===== src/rtl/prio_enc_rr_reg.sv =====
// Registered N-input priority encoder with fixed-MSB or round-robin priority.
// The result sits in an output register behind a valid/ready handshake.
module prio_enc_rr_reg #(
   parameter  int N = 8,
   localparam int W = $clog2(N)
) (
   input  logic         clk,
   input  logic         rst_n,
   input  logic         in_valid,
   output logic         in_ready,
   input  logic [N-1:0] in_req,
   input  logic         in_mode,
   output logic         out_valid,
   input  logic         out_ready,
   output logic [W-1:0] out_idx,
   output logic         out_none,
   output logic [W-1:0] rr_ptr
);

   localparam logic [W-1:0] LAST = W'(N - 1);

   // Handshake: a transfer happens on a rising edge where valid && ready.
   // The producer holds data stable while valid && !ready; in_ready does not
   // depend on in_valid, and out_valid never waits on out_ready.
   logic         accept;
   logic         consume;
   logic         res_mode;
   logic [W-1:0] ptr_next;
   logic [W-1:0] idx_lo;
   logic [W-1:0] idx_hi;
   logic         any_lo;
   logic [W-1:0] enc_idx;
   logic         enc_none;

   assign in_ready = !out_valid || out_ready;
   assign accept   = in_valid && in_ready;
   assign consume  = out_valid && out_ready;

   // Next pointer is also the pointer used to encode a vector accepted this
   // cycle, so a back-to-back mode-1 vector sees the grant being consumed now.
   always_comb begin
      ptr_next = rr_ptr;
      if (consume && res_mode && !out_none)
         ptr_next = (out_idx == '0) ? LAST : out_idx - W'(1);
   end

   // Indices at or below the start pointer outrank those above it; within each
   // group the highest index wins. Mode 0 puts every index in the first group.
   always_comb begin
      idx_lo   = '0;
      idx_hi   = '0;
      any_lo   = 1'b0;
      enc_none = (in_req == '0);
      for (int i = 0; i < N; i++) begin
         if (in_req[i]) begin
            if (!in_mode || (W'(i) <= ptr_next)) begin
               idx_lo = W'(i);
               any_lo = 1'b1;
            end else begin
               idx_hi = W'(i);
            end
         end
      end
      enc_idx = any_lo ? idx_lo : idx_hi;
   end

   always_ff @(posedge clk or negedge rst_n) begin
      if (!rst_n) begin
         out_valid <= 1'b0;
         out_idx   <= '0;
         out_none  <= 1'b0;
         res_mode  <= 1'b0;
         rr_ptr    <= LAST;
      end else begin
         rr_ptr <= ptr_next;
         if (accept) begin
            out_valid <= 1'b1;
            out_idx   <= enc_idx;
            out_none  <= enc_none;
            res_mode  <= in_mode;
         end else if (consume) begin
            out_valid <= 1'b0;
         end
      end
   end

endmodule

===== config.mk =====
export PLATFORM = sky130hd
export DESIGN_NAME = prio_enc_rr_reg
export DESIGN_NICKNAME = d
export VERILOG_FILES = /design/src/rtl/prio_enc_rr_reg.sv
export SDC_FILE = /design/constraint.sdc
export NUM_CORES = 1
export LEC_CHECK = 0
export BUFFER_PORTS_ARGS = -buffer_cell sky130_fd_sc_hd__buf_2
export CAP_MARGIN = 5
export CORE_ASPECT_RATIO = 1.4
export CORE_MARGIN = 5
export CORE_UTILIZATION = 45
export CTS_CLUSTER_DIAMETER = 30
export DETAILED_ROUTE_END_ITERATION = 10
export PLACE_DENSITY = 0.68
export SETUP_SLACK_MARGIN = 0.5
export SYNTH_ARGS = -nofsm -noshare
export SYNTH_HDL_FRONTEND = slang
export SYNTH_SLANG_ARGS = --single-unit

===== constraint.sdc =====
create_clock -name clk -period 2.9 [get_ports clk]
set_input_delay 0.29 -clock clk [delete_from_list [all_inputs] [get_ports clk]]
set_output_delay 0.29 -clock clk [all_outputs]
set_load 0.02 [all_outputs]

==> results.md <==
Outcome:
- The run finished with clean final reports.

Logic synthesis:
- The number of register bits inferred by synthesis is 9.
- Of the post-synthesis cell area, the dominant cell type holds 16.9%.
- In this run, synthesis inferred 0 flip-flops with an integrated enable.
- The post-synthesis cell type count is 42.
- The post-synthesis async set-or-reset flop share is 100%.
- Ranked by total cell area, the synthesized netlist is headed by sky130_fd_sc_hd__dfrtp_1, sky130_fd_sc_hd__dfstp_2, sky130_fd_sc_hd__nand2_1.
- The number of nets in the synthesized netlist is 116.
- The summed instance area of the synthesized netlist is 890 um2.
- The predominant post-synthesis flop cell is sky130_fd_sc_hd__dfrtp_1.
- The warning count from the yosys run is 0.
- The cell type with the largest total area after synthesis is sky130_fd_sc_hd__dfrtp_1.
- Sequential cells were found to cover 25.7% of the synthesized design area.
- The number of instances in the synthesized netlist is 101.
- A synthesized cell averages 8.81 um2.

Clock network:
- The number of clock buffers added by TritonCTS is 3.
- The TritonCTS sink count is 9.
- The H-tree depth is 1.
- The buffer cell driving the clock tree root is sky130_fd_sc_hd__clkbuf_4.
- Clock latency on the worst-skew pair, taken at its later pin, is about 0.25 ns.
- The worst-case clock buffer depth is 2.
- The clock transition at the registers of the reported paths is 0.06 ns.
- TritonCTS built the clock tree.

Global route:
- The first global-routing pass estimated between 4000 and 5000 um of wire.
- The total global routing track utilization is 18.1%.
- The initial antenna violation count was 0.
- Entering global routing, the biggest net connects 16 pins.
- The met2 track demand over resource in global routing is about 29%.
- After global routing the overflow that remains totals 0.
- The met3 usage in global routing is 1.73%.
- For this run, global-route usage on met1 was measured as 22.7%.
- The number of global-route vias before repair is 881.
- met2 is the most crowded layer.

Drt:
- The post-detailed-route wirelength per cell is 16.3 um.
- The first TritonRoute pass finished after 4 iterations.
- The per-cell via count in the routed design is 5.99.
- The starting DRC count in detailed routing is 18.
- In this run the remaining antenna-violating nets after routing total 0.
- In the routed design, unresolved DRC markers number 0.
- The overall via count from detail_route is between 800 and 900.
- The final layout contains routed wiring with a total length of 2410 um.

STA:
- For this run, the top clock speed supported by timing is 0.439 GHz.
- At the pin with the least slew margin, the transition time is between 0.4 and 0.5 ns.
- The final clock period utilization by the worst path is 78.6%.
- The post-route minimum period is between 2 and 2.5 ns.
- Setup repair after global routing left no endpoint under its margin.
- In this run the tightest slew margin relative to its limit is 72.8%.
- The total count of hold-check failures in the final report is 0.
- The count of pins over their slew limit is 0.
- The final total negative setup slack is 0 ns.
- Setup violations remaining at the end of the flow were counted as 0.
- The maximum clock skew at final layout is roughly 0.0032 ns.

Floorplan:
- The region available for standard cell placement spans a little under 2000 um2.
- In this run the vertical extent of the chip is roughly 63 um.
- The initial core utilization is between 40% and 50%.
- The number of core rows is 19.
- The x dimension of the die is 47.6 um.
- The die footprint is 2980 um2.
- The boundary pin count is 22.

Final layout:
- The number of antenna repair diodes is 0.
- In the final layout, the share of cells above drive strength 1 is 37.8%.
- The most common cell after layout, fill and taps aside is sky130_fd_sc_hd__buf_2.
- The register area is 230 um2.
- The multi-input combinational cells in the finished layout cover a total of between 600 and 700 um2.
- The filler cell count is 191.
- The net total in the final layout is roughly 140.
- The area of all placed cells without fillers is 1110 um2.
- Relative to the synthesized area, the layout overhead comes to 24.3%.
- In the layout the commonest cells are sky130_fd_sc_hd__buf_2, sky130_fd_sc_hd__nand2_1, sky130_fd_sc_hd__nor2_1, sky130_fd_sc_hd__nand2b_1, sky130_fd_sc_hd__nand3_1.

Power:
- Summed over all cells, the static leakage comes to 0.468 nW.
- The peak supply drop is roughly 0.56 mV.
- Of the total power, the share spent switching nets is 46.2%.
- The cell area power density is 668 nW/um2.
- The part of the total power dissipated in sequential elements is between 20% and 30%.
- Combinational logic is responsible for 58.0% of the overall power.
- The fraction of power consumed by the clock network is 12.3%.
- The design internal power is 0.397 mW.
- For this design the total switching power over the nets is 0.341 mW.

Min path:
- The worst hold path terminates at out_valid$_DFFE_PN0P_.
- The path class of the tightest hold or removal check is input port to flip-flop.
- The worst hold path depth is 2.
- The startpoint identified for the worst hold timing path is in_valid.

Setup path:
- The minimum setup slack among reg-to-reg paths is 0.62 ns.
- The worst path required time is 3.03 ns.
- In this run the critical register-to-register path is captured at out_idx[0]$_DFFE_PN0P_.
- By startpoint and endpoint, the worst setup path is classified as flip-flop to flip-flop.
- In this run the critical register-to-register path is launched from out_idx[0]$_DFFE_PN0P_.
- The category of the worst setup path launch point is a flip-flop.
- The timing startpoint of the critical path is out_idx[0]$_DFFE_PN0P_.
- The data arrival time at the worst-slack endpoint is 2.41 ns.
- Counting cells, the worst reg-to-reg path comes to 9.
- The worst-path maximum fanout is 6.
- STA classifies the critical path endpoint as a flip-flop.

Job:
- The number of max-capacitance violations reported is 0.

Place:
- In this run the cell area measured after placement is 1000 um2.
- After legalization and detailed placement, the total HPWL measured ~2000 um.
- Routability-driven placement finished with a final weighted congestion of approximately 0.85.
- The count of buffers added on input and output ports is 21.
## cells in the mapped netlist (2+ instances only)
cell                        count
sky130_fd_sc_hd__nand2b_1       6
sky130_fd_sc_hd__and2_1         3
sky130_fd_sc_hd__a31oi_1        3
sky130_fd_sc_hd__inv_1          5
sky130_fd_sc_hd__mux2i_1        2
sky130_fd_sc_hd__o21bai_1       3
sky130_fd_sc_hd__a2111oi_2      2
sky130_fd_sc_hd__o21ai_0        6
sky130_fd_sc_hd__dfstp_2        3
sky130_fd_sc_hd__a21oi_1        2
sky130_fd_sc_hd__nor2b_1        3
sky130_fd_sc_hd__ha_1           2
sky130_fd_sc_hd__nand3_1        6
sky130_fd_sc_hd__nor3_1         2
sky130_fd_sc_hd__o221ai_1       2
sky130_fd_sc_hd__nand2_1       13
sky130_fd_sc_hd__a2bb2oi_1      2
sky130_fd_sc_hd__nor4_1         2
sky130_fd_sc_hd__dfrtp_1        6
sky130_fd_sc_hd__nor2_1         6
## per-stage QoR
| step | cells | total power [mW] | setup WS [ns] | utilization (%) | hold WS, ns |
|---|---|---|---|---|---|
| 2_1_floorplan | 101 | 0.499 | 0.626 | - | -0.00559 |
| 3_3_place_gp | 141 | 0.608 | 0.487 | 52.0 | 0.145 |
| 3_5_place_dp | 141 | 0.616 | 0.449 | 52.0 | 0.148 |
| 4_1_cts | 147 | 0.726 | 0.504 | 55.8 | 0.270 |
| 5_1_grt | 148 | 0.795 | 0.504 | 57.4 | 0.283 |
| 6_report | 148 | 0.739 | 0.621 | 57.4 | 0.269 |
## cells by family (layout without fill, tap and decap cells)
| group | Yosys count | after routing | synth area share (%) |
|---|---|---|---|
| adder cells (fa/ha/maj) | 2 | 2 | 2.81 |
| AO/OA/AOI/OAI | 31 | 31 | 31.4 |
| AND/OR/NAND/NOR | 49 | 49 | 32.1 |
| flip-flops | 9 | 9 | 25.7 |
| buffers and inverters | 7 | 33 | 4.22 |
| multiplexers | 3 | 3 | 3.80 |
## worst max-delay path by stage
| stage | end | cells past startpoint |
|---|---|---|
| after floorplan | out_idx[0]$_DFFE_PN0P_ | 9 |
| after global placement | out_idx[0]$_DFFE_PN0P_ | 9 |
| after detailed placement | out_idx[0]$_DFFE_PN0P_ | 9 |
| after CTS | out_idx[0]$_DFFE_PN0P_ | 9 |
| after global routing | out_idx[0]$_DFFE_PN0P_ | 9 |
| final | out_idx[0]$_DFFE_PN0P_ | 9 |
## critical path, stage by stage, from the launching register on
cell	delay, ns
sky130_fd_sc_hd__dfrtp_2	0.40
sky130_fd_sc_hd__inv_1	0.07
sky130_fd_sc_hd__ha_1	0.20
sky130_fd_sc_hd__ha_2	0.38
sky130_fd_sc_hd__and2_4	0.17
sky130_fd_sc_hd__nand3_1	0.15
sky130_fd_sc_hd__a31oi_4	0.20
sky130_fd_sc_hd__nand4_1	0.18
sky130_fd_sc_hd__a2111oi_4	0.33
sky130_fd_sc_hd__a221oi_2	0.06
## registers in the layout (all words and copies together) (netlist names)
signal / flops
out_idx: 3
res_mode: 1
out_valid: 1
rr_ptr: 3
out_none: 1
## layer usage
layer  routed length, um  part of all wire (%)
met1                 923                    38
met2                1320                    55
met3                 128                   5.3
met5                   0                     0
met4                  38                   1.6
## power groups by stage
stage                     sequential, mW  clock (mW)  combinational [mW]
after floorplan                    0.253           0               0.246
after global placement             0.216           0               0.392
after detailed placement           0.220           0               0.396
after CTS                          0.218      0.0972               0.411
after global routing               0.227       0.101               0.467
final                              0.219      0.0909               0.428
## area by class of cell
type	instances	area share, %
inverter	5	1.70
timing repair buffer	24	11.8
multi-input combinational	85	61.0
clock buffer	4	2.38
sequential	9	20.8
tap	21	2.38
## what timing repair did
item	4_1_cts	5_1_grt
hold endpoints to repair	6	0
pin swaps	2	2
endpoints found under the setup margin	1	1
hold buffers	1	0
buffers inserted	1	1
gates resized for setup	5	6
No activity file was read; power rests on OpenSTA's default activity.
